### src/rtl/iq_issue_sched_if.sv
// Bundle between the instruction queue / decode side and the dual-issue
// scheduler. The queue/decode side drives the *_i signals and consumes the
// *_o signals; the scheduler is the opposite end.
//
// Dequeue handshake: each cycle ID_upDateMode_o is a combinational count of
// head entries taken this cycle (2'b00 none, 2'b01 slot0, 2'b11 both). An entry
// counts as dequeued and issued only if its supply bit is set and the same bit
// of ID_upDateMode_o is set at the rising clock edge. The queue must keep
// offering a valid entry until that happens, and it never presents a lone
// slot1.
interface iq_issue_sched_if;
  logic        SBA_flush_w_i;
  logic        CP0_excOccur_w_i;
  logic [1:0]  IQ_supplyValid_i;
  logic [1:0]  DC_wrEn_p_i;
  logic [9:0]  DC_wrReg_p_i;
  logic [3:0]  DC_rdEn_p_i;
  logic [19:0] DC_rdReg_p_i;
  logic [1:0]  DC_isBranch_p_i;
  logic [1:0]  DC_isPriv_p_i;
  logic [1:0]  DC_isMulDiv_p_i;
  logic        EX_stall_i;
  logic        BE_empty_i;
  logic [1:0]  ID_upDateMode_o;
  logic [1:0]  ID_issueValid_o;
  logic [1:0]  ID_state_o;
  logic        ID_mdBusy_o;

  modport master (
    output SBA_flush_w_i, CP0_excOccur_w_i, IQ_supplyValid_i,
    output DC_wrEn_p_i, DC_wrReg_p_i, DC_rdEn_p_i, DC_rdReg_p_i,
    output DC_isBranch_p_i, DC_isPriv_p_i, DC_isMulDiv_p_i,
    output EX_stall_i, BE_empty_i,
    input  ID_upDateMode_o, ID_issueValid_o, ID_state_o, ID_mdBusy_o
  );

  modport slave (
    input  SBA_flush_w_i, CP0_excOccur_w_i, IQ_supplyValid_i,
    input  DC_wrEn_p_i, DC_wrReg_p_i, DC_rdEn_p_i, DC_rdReg_p_i,
    input  DC_isBranch_p_i, DC_isPriv_p_i, DC_isMulDiv_p_i,
    input  EX_stall_i, BE_empty_i,
    output ID_upDateMode_o, ID_issueValid_o, ID_state_o, ID_mdBusy_o
  );
endinterface

### src/rtl/iq_issue_sched.sv
// Dual-issue scheduler between the instruction queue and the ID/EX register.
// Each cycle it decides whether to issue nothing, slot0 only, or both head
// entries. It enforces intra-pair RAW/WAW, branch + delay-slot pairing and
// privileged-op serialization, and it tracks the non-pipelined mul/div unit.
// The FSM state is informational only: issue is always derived from the
// current inputs.
module iq_issue_sched #(
  parameter int MD_LAT = 4,
  parameter int CNT_W  = $clog2(MD_LAT + 1)
) (
  input logic             clk,
  input logic             rst,
  iq_issue_sched_if.slave bus
);

  typedef enum logic [1:0] {
    RUN     = 2'd0,
    WAIT_DS = 2'd1,
    DRAIN   = 2'd2
  } state_t;

  localparam logic [CNT_W-1:0] MD_LOAD = CNT_W'(MD_LAT - 1);

  state_t           state_q, state_d;
  logic [CNT_W-1:0] md_cnt_q, md_cnt_d;

  logic [1:0] issue;
  logic       rule_drain;
  logic       rule_wait;
  logic       need_clear;
  logic       stall;
  logic       md_busy;
  logic       two_valid;
  logic [4:0] wr0, wr1, rs1, rt1;
  logic       raw_hit, waw_hit, slot1_block, md_issue;

  // Slot0 read operands never matter: only slot1 can depend on slot0.
  logic unused_slot0_reads;
  assign unused_slot0_reads = ^{bus.DC_rdEn_p_i[1:0], bus.DC_rdReg_p_i[9:0]};

  assign wr0 = bus.DC_wrReg_p_i[4:0];
  assign wr1 = bus.DC_wrReg_p_i[9:5];
  assign rs1 = bus.DC_rdReg_p_i[14:10];
  assign rt1 = bus.DC_rdReg_p_i[19:15];

  assign need_clear = bus.SBA_flush_w_i | bus.CP0_excOccur_w_i;
  assign stall      = need_clear | bus.EX_stall_i | (bus.IQ_supplyValid_i == 2'b00);
  assign two_valid  = bus.IQ_supplyValid_i[1];
  assign md_busy    = (md_cnt_q != '0);

  // Register 0 is hard-wired, so writes to it never create a dependency.
  assign raw_hit = bus.DC_wrEn_p_i[0] && (wr0 != 5'd0) &&
                   ((bus.DC_rdEn_p_i[2] && (rs1 == wr0)) ||
                    (bus.DC_rdEn_p_i[3] && (rt1 == wr0)));
  assign waw_hit = (bus.DC_wrEn_p_i == 2'b11) && (wr0 != 5'd0) && (wr0 == wr1);

  assign slot1_block = bus.DC_isBranch_p_i[1] | bus.DC_isPriv_p_i[1] |
                       (bus.DC_isMulDiv_p_i[1] & (bus.DC_isMulDiv_p_i[0] | md_busy)) |
                       raw_hit | waw_hit;

  // Issue decision: stalls first, then slot0 rules in priority order.
  always_comb begin
    issue      = 2'b00;
    rule_drain = 1'b0;
    rule_wait  = 1'b0;
    if (stall) begin
      issue = 2'b00;
    end else if (bus.DC_isPriv_p_i[0]) begin
      // Serializing op waits for the back end to empty and always issues alone.
      if (bus.BE_empty_i) issue = 2'b01;
      else                rule_drain = 1'b1;
    end else if (bus.DC_isMulDiv_p_i[0] && md_busy) begin
      issue = 2'b00;
    end else if (bus.DC_isBranch_p_i[0]) begin
      // A branch only leaves together with its delay slot; no RAW check inside the pair.
      if (two_valid) issue = 2'b11;
      else           rule_wait = 1'b1;
    end else if (!two_valid) begin
      issue = 2'b01;
    end else if (slot1_block) begin
      issue = 2'b01;
    end else begin
      issue = 2'b11;
    end
  end

  assign md_issue = (issue[0] & bus.DC_isMulDiv_p_i[0]) |
                    (issue[1] & bus.DC_isMulDiv_p_i[1]);

  // FSM next state; a flush overrides every other transition.
  always_comb begin
    state_d = state_q;
    if (need_clear) begin
      state_d = RUN;
    end else begin
      case (state_q)
        RUN: begin
          if (rule_drain)     state_d = DRAIN;
          else if (rule_wait) state_d = WAIT_DS;
        end
        WAIT_DS: if (issue == 2'b11)  state_d = RUN;
        DRAIN:   if (issue != 2'b00)  state_d = RUN;
        default: state_d = RUN;
      endcase
    end
  end

  // Mul/div busy counter: reload on issue, otherwise count down to zero.
  // Flushes do not touch it because the unit cannot abort an op.
  always_comb begin
    md_cnt_d = md_cnt_q;
    if (md_issue)     md_cnt_d = MD_LOAD;
    else if (md_busy) md_cnt_d = md_cnt_q - CNT_W'(1);
  end

  // State and counter registers.
  always_ff @(posedge clk or posedge rst) begin
    if (rst) begin
      state_q  <= RUN;
      md_cnt_q <= '0;
    end else begin
      state_q  <= state_d;
      md_cnt_q <= md_cnt_d;
    end
  end

  // Issue outputs are forced low while reset is held, since they are combinational.
  assign bus.ID_upDateMode_o = rst ? 2'b00 : issue;
  assign bus.ID_issueValid_o = rst ? 2'b00 : issue;
  assign bus.ID_state_o      = state_q;
  assign bus.ID_mdBusy_o     = md_busy;

  a_mode_legal: assert property (@(posedge clk) disable iff (rst)
    bus.ID_upDateMode_o != 2'b10);
  a_state_legal: assert property (@(posedge clk) disable iff (rst)
    state_q != 2'b11);

endmodule

### src/flat_wrapper.sv
// flat-port wrapper written by rule: the top's interface ports become plain ports
module iq_issue_sched_flat 
#(
  parameter int MD_LAT = 4,
  parameter int CNT_W  = $clog2(MD_LAT + 1)
)
  (clk, rst, bus_SBA_flush_w_i, bus_CP0_excOccur_w_i, bus_IQ_supplyValid_i, bus_DC_wrEn_p_i, bus_DC_wrReg_p_i, bus_DC_rdEn_p_i, bus_DC_rdReg_p_i, bus_DC_isBranch_p_i, bus_DC_isPriv_p_i, bus_DC_isMulDiv_p_i, bus_EX_stall_i, bus_BE_empty_i, bus_ID_upDateMode_o, bus_ID_issueValid_o, bus_ID_state_o, bus_ID_mdBusy_o);
  iq_issue_sched_if bus_i ();
  input logic clk;
  input logic rst;
  input wire logic [$bits(bus_i.SBA_flush_w_i)-1:0] bus_SBA_flush_w_i;
  input wire logic [$bits(bus_i.CP0_excOccur_w_i)-1:0] bus_CP0_excOccur_w_i;
  input wire logic [$bits(bus_i.IQ_supplyValid_i)-1:0] bus_IQ_supplyValid_i;
  input wire logic [$bits(bus_i.DC_wrEn_p_i)-1:0] bus_DC_wrEn_p_i;
  input wire logic [$bits(bus_i.DC_wrReg_p_i)-1:0] bus_DC_wrReg_p_i;
  input wire logic [$bits(bus_i.DC_rdEn_p_i)-1:0] bus_DC_rdEn_p_i;
  input wire logic [$bits(bus_i.DC_rdReg_p_i)-1:0] bus_DC_rdReg_p_i;
  input wire logic [$bits(bus_i.DC_isBranch_p_i)-1:0] bus_DC_isBranch_p_i;
  input wire logic [$bits(bus_i.DC_isPriv_p_i)-1:0] bus_DC_isPriv_p_i;
  input wire logic [$bits(bus_i.DC_isMulDiv_p_i)-1:0] bus_DC_isMulDiv_p_i;
  input wire logic [$bits(bus_i.EX_stall_i)-1:0] bus_EX_stall_i;
  input wire logic [$bits(bus_i.BE_empty_i)-1:0] bus_BE_empty_i;
  output wire logic [$bits(bus_i.ID_upDateMode_o)-1:0] bus_ID_upDateMode_o;
  output wire logic [$bits(bus_i.ID_issueValid_o)-1:0] bus_ID_issueValid_o;
  output wire logic [$bits(bus_i.ID_state_o)-1:0] bus_ID_state_o;
  output wire logic [$bits(bus_i.ID_mdBusy_o)-1:0] bus_ID_mdBusy_o;
  assign bus_i.SBA_flush_w_i = bus_SBA_flush_w_i;
  assign bus_i.CP0_excOccur_w_i = bus_CP0_excOccur_w_i;
  assign bus_i.IQ_supplyValid_i = bus_IQ_supplyValid_i;
  assign bus_i.DC_wrEn_p_i = bus_DC_wrEn_p_i;
  assign bus_i.DC_wrReg_p_i = bus_DC_wrReg_p_i;
  assign bus_i.DC_rdEn_p_i = bus_DC_rdEn_p_i;
  assign bus_i.DC_rdReg_p_i = bus_DC_rdReg_p_i;
  assign bus_i.DC_isBranch_p_i = bus_DC_isBranch_p_i;
  assign bus_i.DC_isPriv_p_i = bus_DC_isPriv_p_i;
  assign bus_i.DC_isMulDiv_p_i = bus_DC_isMulDiv_p_i;
  assign bus_i.EX_stall_i = bus_EX_stall_i;
  assign bus_i.BE_empty_i = bus_BE_empty_i;
  assign bus_ID_upDateMode_o = bus_i.ID_upDateMode_o;
  assign bus_ID_issueValid_o = bus_i.ID_issueValid_o;
  assign bus_ID_state_o = bus_i.ID_state_o;
  assign bus_ID_mdBusy_o = bus_i.ID_mdBusy_o;
  iq_issue_sched #(.MD_LAT(MD_LAT), .CNT_W(CNT_W)) u_core (.clk(clk), .rst(rst), .bus(bus_i));
endmodule
### config.mk
export PLATFORM = sky130hd
export DESIGN_NAME = iq_issue_sched_flat
export DESIGN_NICKNAME = d
export VERILOG_FILES = /design/src/rtl/iq_issue_sched_if.sv /design/src/rtl/iq_issue_sched.sv /design/src/flat_wrapper.sv
export SDC_FILE = /design/constraint.sdc
export NUM_CORES = 1
export LEC_CHECK = 0
export CAP_MARGIN = 20
export CORE_MARGIN = 2
export CORE_UTILIZATION = 33
export DETAILED_ROUTE_END_ITERATION = 10
export PLACE_DENSITY = 0.93
export SLEW_MARGIN = 20
export SYNTH_ARGS = -nofsm -noshare
export SYNTH_HDL_FRONTEND = slang
export SYNTH_SLANG_ARGS = --single-unit
export TNS_END_PERCENT = 20
### constraint.sdc
create_clock -name clk -period 4.45 [get_ports clk]
set_clock_uncertainty 0.1 [all_clocks]
set_input_delay 0.89 -clock clk [delete_from_list [all_inputs] [get_ports clk]]
set_output_delay 0.89 -clock clk [all_outputs]
set_load 0.03 [all_outputs]
==> results of run 1 <==
[cell families after synthesis]
kind of cell	Yosys count	share of synthesized area, %
AO/OA/AOI/OAI	19	21.0
AND/OR/NAND/NOR	28	25.6
multiplexers	1	1.60
adder cells (fa/ha/maj)	2	4.00
buffers and inverters	7	5.40
flip-flops	5	20.0
XOR/XNOR	16	22.4
[final timing paths]
kind	start	to	slack, ns
max reg2reg	u_core.md_cnt_q[0]	u_core.md_cnt_q[2]	2.43
min reg2reg	u_core.bus.ID_state_o[0]	u_core.bus.ID_state_o[1]	0.49
min in group asynchronous	rst	u_core.bus.ID_state_o[1]	0.84
min	u_core.bus.ID_state_o[0]	u_core.bus.ID_state_o[1]	0.49
max in group asynchronous	rst	u_core.md_cnt_q[1]	3.24
max	bus_DC_wrReg_p_i[2]	bus_ID_upDateMode_o[1]	0.28
[power groups by stage]
stage          sequential [uW]  clock (uW)  combinational (uW)
4_1_cts                   69.0        55.7                 176
3_3_place_gp              67.9           0                 166
6_report                  68.6        52.2                 173
2_1_floorplan             67.6           0                 109
3_5_place_dp              69.7           0                 175
5_1_grt                   70.1        58.6                 194
[final cells by class]
cell class	instances	area [um^2]	share of cell area, %
Clock buffer	4	26.3	2.37
Inverter	5	18.8	1.69
Multi-Input combinational cell	66	467	42.1
Sequential cell	5	125	11.3
Tap cell	25	31.3	2.82
Timing Repair Buffer	44	440	39.7
[worst max-delay path, delay by kind of cell]
kind	cells	cell delay [ns]
AND/OR/NAND/NOR	2	0.68
buffers and inverters	2	1.22
AO/OA/AOI/OAI	3	0.39
[state kept, by name (all words and copies together), names as in the netlist]
register               count
u_core.md_cnt_q            3
u_core.bus.ID_state_o      2
[stage by stage]
stage / power [uW] / utilization, % / setup WS, ns / hold slack, ns
after floorplan: 177 / - / 0.932 / 0.469
after global placement: 234 / 61.3 / 0.291 / 0.459
after detailed placement: 245 / 61.3 / 0.272 / 0.488
after CTS: 300 / 62.8 / 0.258 / 0.494
after global routing: 323 / 62.8 / 0.172 / 0.534
final: 294 / 62.8 / 0.278 / 0.492
[layout by cell type (no fill, tap or decap), types with 3 or more instances in the layout]
master / netlist / layout
sky130_fd_sc_hd__clkdlybuf4s50_1: 0 / 44
sky130_fd_sc_hd__xnor2_1: 12 / 12
sky130_fd_sc_hd__a21oi_1: 5 / 5
sky130_fd_sc_hd__nand2_1: 5 / 5
sky130_fd_sc_hd__inv_1: 5 / 5
sky130_fd_sc_hd__nor2_1: 5 / 5
sky130_fd_sc_hd__dfrtp_1: 5 / 5
sky130_fd_sc_hd__nand4_1: 4 / 4
sky130_fd_sc_hd__xor2_1: 4 / 4
sky130_fd_sc_hd__o21ai_1: 3 / 3
sky130_fd_sc_hd__clkbuf_4: 0 / 3
[per-layer routing]
metal  routed length [um]  vias up
met4                    6        0
li1                     -      377
met3                  122        2
met1                  601      335
met2                  934       33
met5                    0        -
==> impl_metrics.sql, run 1 <==
INSERT INTO impl_metrics (metric_group, metric, value, unit) VALUES
('synthesis', 'syn_nets', '130', ''),
('synthesis', 'yosys_warning_total', '0', ''),
('timing', 'min_period', '4.17', 'ns'),
('timing', 'finalHoldViolations', '0', ''),
('grt', 'met3_capacity_usage_during_global_routing', '3.02', '%'),
('grt', 'vias_in_the_first_global_route', '642', ''),
('critical_path', 'worstPathArrival', '3.18', 'ns'),
('clock_tree', 'clkLatencyLatePin', '0.24', 'ns'),
('grt', 'grt_util_all_layers', '15.2', '%'),
('cells_and_area', 'drive_above_1_share', '4.84', '%'),
('placement', 'hpwlAfterDp', '1.51', 'mm'),
('floorplan', 'die_w', '47.5', 'um'),
('synthesis', 'synth.area.top_cells', 'sky130_fd_sc_hd__dfrtp_1 20%, sky130_fd_sc_hd__xnor2_1 17%, sky130_fd_sc_hd__xor2_1 5.6%, sky130_fd_sc_hd__a21oi_1 4.0%, sky130_fd_sc_hd__ha_1 4.0%', ''),
('detailed_routing', 'totalWireLength', '1.67', 'mm'),
('grt', 'grt_overflow', '0', ''),
('timing', 'final_cycle_utilization_of_the_critical_path', '93.8', '%'),
('cells_and_area', 'final.fill_count', '172', ''),
('synthesis', 'syn-cell-area', '626', 'um^2'),
('grt', 'met1_usage', '14.2', '%'),
('floorplan', 'placement_rows', '15', ''),
('placement', 'place.detailed.instances', '145', ''),
('critical_path', 'cp-start-kind', 'input pin', ''),
('flow_run', 'max_cap_violations', '0', ''),
('placement', 'gpl.final_weighted_congestion', '0.853', ''),
('cells_and_area', 'postLayoutCellArea', '1110', 'um^2'),
('synthesis', 'synthesis.instances', '78', ''),
('power', 'power.combinational.fraction', '58.9', '%'),
('timing', 'max_freq', '0.240', 'GHz'),
('floorplan', 'design.die.area', '2260', 'um^2'),
('timing', 'setup_repair_after_global_routing_missed_its_margin', 'no', ''),
('power', 'static_power_due_to_leakage', '0.000421', 'uW'),
('timing', 'setup_viol', '0', ''),
('critical_path', 'timing.critical_path.cells', 'clkdlybuf4s50_1, or4_1, o21ai_1, a21oi_1, o31a_4, nor3_2, clkdlybuf4s50_1', ''),
('synthesis', 'synth_top_cell_area_share', '20.0', '%'),
('critical_path', 'critical_path_class', 'in2out', ''),
('cells_and_area', 'instances_no_fill', '149', ''),
('clock_tree', 'cts_htree_levels', '1', ''),
('clock_tree', 'cts_inserted_buffers', '3', ''),
('synthesis', 'synth-seq-cells', '5', ''),
('grt', 'antenna_found_initial', '0', ''),
('power', 'ir_drop', '0.000167', 'V'),
('synthesis', 'synth.yosys.seq_area_share', '20.0', '%'),
('placement', 'buffer_ports.inserted', '44', ''),
('synthesis', 'ys.flop_type', 'sky130_fd_sc_hd__dfrtp_1', ''),
('floorplan', 'top_level_ports', '57', ''),
('grt', 'grt_most_used_layer', 'met2', ''),
('timing', 'max_slew.worst_pin.slew', '0.398', 'ns'),
('hold_path', 'hold_depth', '2', ''),
('clock_tree', 'clock_root_buffer_master', 'sky130_fd_sc_hd__clkbuf_4', ''),
('synthesis', 'synth_top_cell_by_area', 'sky130_fd_sc_hd__dfrtp_1', ''),
('synthesis', 'synth-async-reset-ratio', '100', '%'),
('detailed_routing', 'via_per_inst', '5.01', ''),
('critical_path', 'critPathMaxStageDelay', '0.71', 'ns'),
('power', 'swShare', '36.1', '%'),
('grt', 'wire_length_of_the_first_global_routing_pass', '2.35', 'mm'),
('floorplan', 'starting_density_of_the_core', '35.5', '%'),
('critical_path', 'crit_path_max_fanout', '4', ''),
('power', 'clkPwrFrac', '17.8', '%'),
('critical_path', 'critPathMostFrequentCell', 'sky130_fd_sc_hd__clkdlybuf4s50_1', ''),
('power', 'power.net_switching', '106', 'uW'),
('grt', 'pin_count_of_the_biggest_net_entering_global_routing', '7', ''),
('critical_path', 'worstPathRequired', '3.46', 'ns'),
('clock_tree', 'clkSlewWorstSetupHoldPaths', '0.05', 'ns'),
('timing', 'final-max-slew-violation-count', '0', ''),
('clock_tree', 'cts_hold_buffers', '0', ''),
('detailed_routing', 'post_drt_wl_per_cell', '11.2', 'um'),
('grt', 'grt_use_met2', '30.3', '%'),
('hold_path', 'type_of_the_most_critical_hold_path', 'reg2reg', ''),
('outcome', 'result_of_the_run', 'finished clean', ''),
('clock_tree', 'max-clock-path-buffers', '2', ''),
('detailed_routing', 'route.antenna.remaining_nets', '0', '');
Note: power is estimated with default switching activity, not from simulation.
==> inputs of run 2 (changes only) <==
==> constraint.sdc (replaced) <==
create_clock -name clk -period 4.45 [get_ports clk]
set_clock_uncertainty 0.1 [all_clocks]
set_input_delay 1.335 -clock clk [delete_from_list [all_inputs] [get_ports clk]]
set_output_delay 1.335 -clock clk [all_outputs]
set_load 0.03 [all_outputs]
==> run 2 against run 1 <==
  * Hold slack lost 0.0011 ns
  * Non-clock buffer count grew 5
  * Power grew 6.2%
  * Clock power shrank 3%
  * Cell count grew 3.4%
  * Critical path depth shrank 1
  * Sequential share of layout area shrank 0.75 points
  * Critical path type unchanged
  * Largest cell class unchanged
==> impl_metrics.sql, run 2 (synthesis gave the netlist of run 1 again) <==
INSERT INTO impl_metrics (metric_group, metric, value, unit) VALUES
('timing', 'max_slew.worst_pin.slew', '0.407', 'ns'),
('clock_tree', 'tritoncts', 'yes', ''),
('cells_and_area', 'flow.area_growth_from_synthesis', '89.8', '%'),
('detailed_routing', 'totalWireLength', '1.96', 'mm'),
('power', 'ir_drop', '0.000192', 'V'),
('grt', 'wire_length_of_the_first_global_routing_pass', '2.65', 'mm'),
('timing', 'setup_viol', '0', ''),
('critical_path', 'rr_endpoint', 'u_core.md_cnt_q[2]', ''),
('grt', 'pin_count_of_the_biggest_net_entering_global_routing', '7', ''),
('cells_and_area', 'inserted_diodes', '0', ''),
('detailed_routing', 'post_drt_wl_per_cell', '12.7', 'um'),
('placement', 'place.detailed.instances', '149', ''),
('critical_path', 'r2r.worst_path.cells', '9', ''),
('critical_path', 'worst_setup_path_end_kind', 'output pin', ''),
('detailed_routing', 'via_per_inst', '5.10', ''),
('timing', 'finalWorstSetupSlack', '0.0368', 'ns'),
('timing', 'setup_repair_after_global_routing_missed_its_margin', 'no', ''),
('detailed_routing', 'routed-via-count', '785', ''),
('hold_path', 'holdCritStartpoint', 'u_core.bus.ID_state_o[0]', ''),
('floorplan', 'core_area', '1760', 'um^2'),
('hold_path', 'type_of_the_most_critical_hold_path', 'reg2reg', ''),
('critical_path', 'critical_path_class', 'in2out', ''),
('grt', 'antenna_found_initial', '0', ''),
('floorplan', 'starting_density_of_the_core', '35.5', '%'),
('floorplan', 'placement_rows', '15', ''),
('cells_and_area', 'final.fill_count', '165', ''),
('placement', 'hpwlAfterDp', '1.64', 'mm'),
('grt', 'vias_in_the_first_global_route', '721', ''),
('detailed_routing', 'route.antenna.remaining_nets', '0', ''),
('cells_and_area', 'instances_no_fill', '154', ''),
('floorplan', 'die_w', '47.5', 'um'),
('power', 'static_power_due_to_leakage', '0.000506', 'uW'),
('timing', 'min_period', '4.41', 'ns'),
('timing', 'setup-tns-final', '0', 'ns'),
('cells_and_area', 'top_register', 'u_core.md_cnt_q', ''),
('flow_run', 'max_cap_violations', '0', ''),
('hold_path', 'min_to', 'u_core.bus.ID_state_o[1]', ''),
('timing', 'final_cycle_utilization_of_the_critical_path', '99.2', '%'),
('clock_tree', 'clock_root_buffer_master', 'sky130_fd_sc_hd__clkbuf_4', ''),
('timing', 'finalHoldViolations', '0', ''),
('detailed_routing', 'number_of_iterations_in_the_first_detailed_routing_pass', '4', ''),
('timing', 'final-max-slew-violation-count', '0', ''),
('clock_tree', 'clkSlewWorstSetupHoldPaths', '0.04', 'ns'),
('outcome', 'result_of_the_run', 'finished clean', ''),
('power', 'power_density', '262', 'nW/um^2'),
('placement', 'gpl.final_weighted_congestion', '0.854', ''),
('grt', 'grt_overflow', '0', ''),
('cells_and_area', 'largest_register_ffs', '3', ''),
('cells_and_area', 'mostFrequentLayoutCell', 'sky130_fd_sc_hd__clkdlybuf4s50_1', ''),
('critical_path', 'timing.rr.start', 'u_core.md_cnt_q[0]', ''),
('placement', 'buffer_ports.inserted', '44', ''),
('grt', 'grt_util_all_layers', '16.5', '%'),
('clock_tree', 'max-clock-path-buffers', '2', ''),
('cells_and_area', 'postLayoutCellArea', '1190', 'um^2'),
('hold_path', 'hold_depth', '2', ''),
('detailed_routing', 'dr.first_iter.drc_count', '11', ''),
('clock_tree', 'cts_htree_levels', '1', ''),
('critical_path', 'r2r_setup_slack', '2.20', 'ns'),
('critical_path', 'worstPathRequired', '3.01', 'ns'),
('critical_path', 'crit_path_max_fanout', '3', ''),
('timing', 'hold_ws', '0.491', 'ns'),
('floorplan', 'design.die.area', '2260', 'um^2'),
('placement', 'worst_slack_placed', '-0.0319', 'ns'),
('detailed_routing', 'final_routed_drc_violation_total', '0', ''),
('clock_tree', 'cts.sink_count', '5', ''),
('cells_and_area', 'drive_above_1_share', '15.5', '%'),
('clock_tree', 'cts_inserted_buffers', '3', ''),
('timing', 'timing.max_slew.rel_slack', '72.5', '%'),
('floorplan', 'die_height', '47.5', 'um'),
('critical_path', 'cp-start-kind', 'input pin', ''),
('timing', 'max_freq', '0.227', 'GHz'),
('clock_tree', 'clkLatencyLatePin', '0.24', 'ns'),
('floorplan', 'top_level_ports', '57', ''),
('cells_and_area', 'final_net_count', '182', ''),
('critical_path', 'worstPathArrival', '2.98', 'ns'),
('placement', 'placed_area', '1100', 'um^2'),
('cells_and_area', 'layout.cells.most_common_list', '35 x sky130_fd_sc_hd__clkdlybuf4s50_1, 12 x sky130_fd_sc_hd__xnor2_1, 6 x sky130_fd_sc_hd__buf_4', '');
==> run 2: cell count changes in the layout (fill, tap and decap cells not counted), sizes merged <==
cell           change
buf                +9
clkdlybuf4s50      -9
dlymetal6s2s       +4
dlygate4sd2        +1
==> run 2: layout make-up <==
| cell class | instances | area (um^2) | area share (%) |
|---|---|---|---|
| well taps | 25 | 31.3 | 2.63 |
| clock buffers | 4 | 26.3 | 2.21 |
| multi-input cells | 66 | 498 | 41.9 |
| repair buffers | 49 | 488 | 41.1 |
| flip-flops and latches | 5 | 125 | 10.5 |
| inverters | 5 | 18.8 | 1.58 |
==> run 2: worst max-delay path by stage <==
stage	from	end	slack, ns
after floorplan	bus_DC_wrReg_p_i[1]	bus_ID_upDateMode_o[1]	0.14
after global placement	bus_DC_wrReg_p_i[3]	bus_ID_issueValid_o[1]	-0.02
after detailed placement	bus_DC_wrReg_p_i[3]	bus_ID_issueValid_o[1]	-0.03
after CTS	bus_DC_wrReg_p_i[1]	bus_ID_issueValid_o[1]	0.02
after global routing	bus_DC_isMulDiv_p_i[0]	bus_ID_issueValid_o[1]	0.00005
final	bus_DC_isMulDiv_p_i[0]	bus_ID_issueValid_o[1]	0.04
==> run 2: metrics by stage <==
step | power [uW] | util [%]
final | 312 | 67.3
after CTS | 306 | 64.3
after detailed placement | 252 | 62.5
after global routing | 333 | 67.3
after floorplan | 177 | -
after global placement | 237 | 62.5
==> run 2: metal layers <==
metal	up-vias	global-route usage, %	routed length [um]
met5	-	0	0
met4	0	4.86	14
met3	2	4.53	168
met2	39	31.9	1050
met1	359	17.2	721
li1	385	-	-
==> run 2: worst max-delay path, cell delays in order <==
cell and delay (ns):
sky130_fd_sc_hd__clkdlybuf4s50_1 0.45, sky130_fd_sc_hd__nand2b_4 0.17, sky130_fd_sc_hd__a211o_1 0.28, sky130_fd_sc_hd__o31a_4 0.37, sky130_fd_sc_hd__nor3_4 0.21, sky130_fd_sc_hd__buf_6 0.16
==> run 2: what timing repair did <==
| action | in CTS | in global routing |
|---|---|---|
| gates cloned | 0 | 0 |
| hold buffers | 0 | 0 |
| buffers inserted | 0 | 1 |
| endpoints found under the setup margin | 2 | 2 |
| resized for setup | 2 | 12 |
| pin swaps | 0 | 5 |
==> run 2: power breakdown <==
group / internal [uW] / leakage [uW] / switching, uW / total (uW)
clock network: 33.8 / 0.0000150 / 16.7 / 50.5
registers: 61.5 / 0.0000632 / 7.94 / 69.4
logic: 99.0 / 0.000428 / 92.8 / 192
total: 194 / 0.000506 / 117 / 312
==> inputs of run 3 (changes only) <==
- CORE_UTILIZATION: 33 -> 30
- PLACE_DENSITY: 0.93 -> 0.87
==> run 3 against run 2 <==
  * Setup slack improved by 0.094 ns
  * Register-to-register slack improved by 0.11 ns
  * Sequential power fell by 1%
  * Non-clock buffer count rose by 1
  * Routed wire length rose by 0.82%
  * Die area rose by 9.1%
  * Clock power rose by 1%
==> impl_metrics.sql, run 3 (synthesis gave the netlist of run 1 again) <==
INSERT INTO impl_metrics (metric_group, metric, value, unit) VALUES
('outcome', 'result_of_the_run', 'finished clean', ''),
('critical_path', 'r2r_setup_slack', '2.31', 'ns'),
('floorplan', 'die_w', '49.7', 'um'),
('floorplan', 'placement_rows', '16', ''),
('critical_path', 'timing.critical_path.slowest_stage_cell', 'sky130_fd_sc_hd__clkdlybuf4s50_1', ''),
('timing', 'max_freq', '0.232', 'GHz'),
('detailed_routing', 'routed-wl-met2', '1.01', 'mm'),
('floorplan', 'core_area', '1960', 'um^2'),
('floorplan', 'die_height', '49.7', 'um'),
('placement', 'place.detailed.instances', '153', ''),
('cells_and_area', 'final.fill_count', '190', ''),
('grt', 'antenna_found_initial', '0', ''),
('detailed_routing', 'number_of_iterations_in_the_first_detailed_routing_pass', '4', ''),
('timing', 'hold_ws', '0.480', 'ns'),
('grt', 'vias_in_the_first_global_route', '744', ''),
('clock_tree', 'cts_hold_buffers', '0', ''),
('timing', 'timing.max_slew.rel_slack', '75.5', '%'),
('timing', 'setup_repair_after_global_routing_missed_its_margin', 'no', ''),
('detailed_routing', 'highest-signal-layer', 'met4', ''),
('cells_and_area', 'top_register', 'u_core.md_cnt_q', ''),
('critical_path', 'timing.critical_path.cells', 'clkdlybuf4s50_1, a211o_1, o31a_4, nor3_4, buf_6', ''),
('grt', 'grt_overflow', '0', ''),
('grt', 'wire_length_of_the_first_global_routing_pass', '3.10', 'mm'),
('grt', 'pin_count_of_the_biggest_net_entering_global_routing', '7', ''),
('detailed_routing', 'totalWireLength', '1.97', 'mm'),
('floorplan', 'starting_density_of_the_core', '31.9', '%'),
('timing', 'setup_viol', '0', ''),
('placement', 'buffer_ports.inserted', '44', ''),
('power', 'fin_total_pwr', '307', 'uW'),
('cells_and_area', 'flow.area_growth_from_synthesis', '94.0', '%'),
('detailed_routing', 'routed-via-count', '805', ''),
('cells_and_area', 'inserted_diodes', '0', ''),
('critical_path', 'critPathMaxStageDelay', '0.45', 'ns'),
('power', 'static_power_due_to_leakage', '0.000522', 'uW'),
('hold_path', 'hold_depth', '2', ''),
('timing', 'final_cycle_utilization_of_the_critical_path', '97.1', '%'),
('cells_and_area', 'drive_above_1_share', '17.7', '%'),
('cells_and_area', 'layout.cells.most_common_list', '34 x sky130_fd_sc_hd__clkdlybuf4s50_1, 12 x sky130_fd_sc_hd__xnor2_1, 7 x sky130_fd_sc_hd__buf_4', ''),
('power', 'power_density', '253', 'nW/um^2'),
('critical_path', 'worstPathArrival', '2.88', 'ns'),
('hold_path', 'min_to', 'u_core.bus.ID_state_o[1]', ''),
('detailed_routing', 'post_drt_wl_per_cell', '12.6', 'um'),
('detailed_routing', 'met1Wirelength', '730', 'um'),
('critical_path', 'crit_path_start', 'bus_DC_isMulDiv_p_i[1]', ''),
('flow_run', 'max_cap_violations', '0', ''),
('hold_path', 'holdCritStartpoint', 'u_core.bus.ID_state_o[0]', ''),
('timing', 'finalHoldViolations', '0', ''),
('clock_tree', 'clkLatencyLatePin', '0.24', 'ns'),
('cells_and_area', 'instances_no_fill', '157', ''),
('clock_tree', 'cts_inserted_buffers', '3', ''),
('clock_tree', 'cts_htree_levels', '1', ''),
('cells_and_area', 'multiInputGateArea', '512', 'um^2'),
('critical_path', 'worst_setup_path_end_kind', 'output pin', ''),
('detailed_routing', 'length_of_routed_met3_wiring', '200', 'um'),
('critical_path', 'r2r.worst_path.cells', '8', ''),
('critical_path', 'crit_path_max_fanout', '3', ''),
('clock_tree', 'max-clock-path-buffers', '2', ''),
('critical_path', 'timing.rr.start', 'u_core.md_cnt_q[0]', ''),
('clock_tree', 'tritoncts', 'yes', ''),
('cells_and_area', 'final_net_count', '183', ''),
('detailed_routing', 'dr.first_iter.drc_count', '8', ''),
('timing', 'min_period', '4.32', 'ns'),
('critical_path', 'cpLargestDelayFamily', 'compound AO/OA/AOI/OAI gates', ''),
('critical_path', 'timing.critical_path.buf_inv', '2', ''),
('cells_and_area', 'final-seq-area', '125', 'um^2'),
('timing', 'max_slew.worst_pin.slew', '0.367', 'ns'),
('detailed_routing', 'via_per_inst', '5.13', ''),
('critical_path', 'critical_path_class', 'in2out', ''),
('power', 'ir_drop', '0.000166', 'V'),
('timing', 'final-max-slew-violation-count', '0', ''),
('hold_path', 'type_of_the_most_critical_hold_path', 'reg2reg', ''),
('detailed_routing', 'route.antenna.remaining_nets', '0', ''),
('clock_tree', 'clkSlewWorstSetupHoldPaths', '0.04', 'ns'),
('cells_and_area', 'mostFrequentLayoutCell', 'sky130_fd_sc_hd__clkdlybuf4s50_1', ''),
('clock_tree', 'cts_setup_buffers', '0', ''),
('placement', 'hpwlAfterDp', '1.69', 'mm'),
('cells_and_area', 'largest_register_ffs', '3', ''),
('floorplan', 'top_level_ports', '57', ''),
('grt', 'grt_util_all_layers', '16.4', '%'),
('clock_tree', 'cts.sink_count', '5', ''),
('critical_path', 'cp-start-kind', 'input pin', ''),
('placement', 'gpl.final_weighted_congestion', '0.777', ''),
('floorplan', 'design.die.area', '2470', 'um^2'),
('detailed_routing', 'final_routed_drc_violation_total', '0', ''),
('clock_tree', 'clock_root_buffer_master', 'sky130_fd_sc_hd__clkbuf_4', ''),
('critical_path', 'worstPathRequired', '3.01', 'ns'),
('critical_path', 'rr_endpoint', 'u_core.md_cnt_q[2]', '');
run 3: area by class of cell:
type | instances | area share, %
multi-input combinational | 66 | 42.2
sequential | 5 | 10.3
tap | 27 | 2.78
inverter | 5 | 1.55
timing repair buffer | 50 | 41.0
clock buffer | 4 | 2.16
run 3: report_power, final:
part           switching (uW)  internal [uW]
Clock                    17.3           33.8
Sequential               7.04           61.4
Combinational            88.1           99.0
run 3: how the worst max path moves through the flow:
stage | to | slack, ns | cells past startpoint
after CTS | bus_ID_issueValid_o[1] | 0.001 | 7
after detailed placement | bus_ID_issueValid_o[1] | -0.03 | 7
after global routing | bus_ID_issueValid_o[0] | 0.04 | 5
final | bus_ID_issueValid_o[1] | 0.13 | 5
after global placement | bus_ID_upDateMode_o[1] | 0.003 | 7
after floorplan | bus_ID_upDateMode_o[1] | 0.14 | 6
run 3: tightest hold or removal path, stage by stage, from the launching register on:
cell,delay [ns]
sky130_fd_sc_hd__dfrtp_1,0.37
sky130_fd_sc_hd__or4_1,0.12
sky130_fd_sc_hd__nor2_1,0.05
run 3: metal layers:
layer	up-vias	GRT usage, %
met4	0	8.33
met3	4	4.85
met5	-	0
met2	45	31.6
li1	387	-
met1	369	15.4
run 3: what timing repair did:
action	in CTS	in global routing
setup endpoints to repair	2	2
pin swaps	3	5
resized for setup	5	12
run 3: per-stage QoR:
stage | instance area (um^2) | TNS, ns | setup WS (ns) | utilization (%)
6_report | 1210 | 0 | 0.131 | 61.9
3_3_place_gp | 1120 | 0 | 0.00294 | 57.1
3_5_place_dp | 1120 | -0.0534 | -0.0275 | 57.1
5_1_grt | 1210 | 0 | 0.0393 | 61.9
4_1_cts | 1160 | 0 | 0.00114 | 59.2
2_1_floorplan | 626 | 0 | 0.145 | -
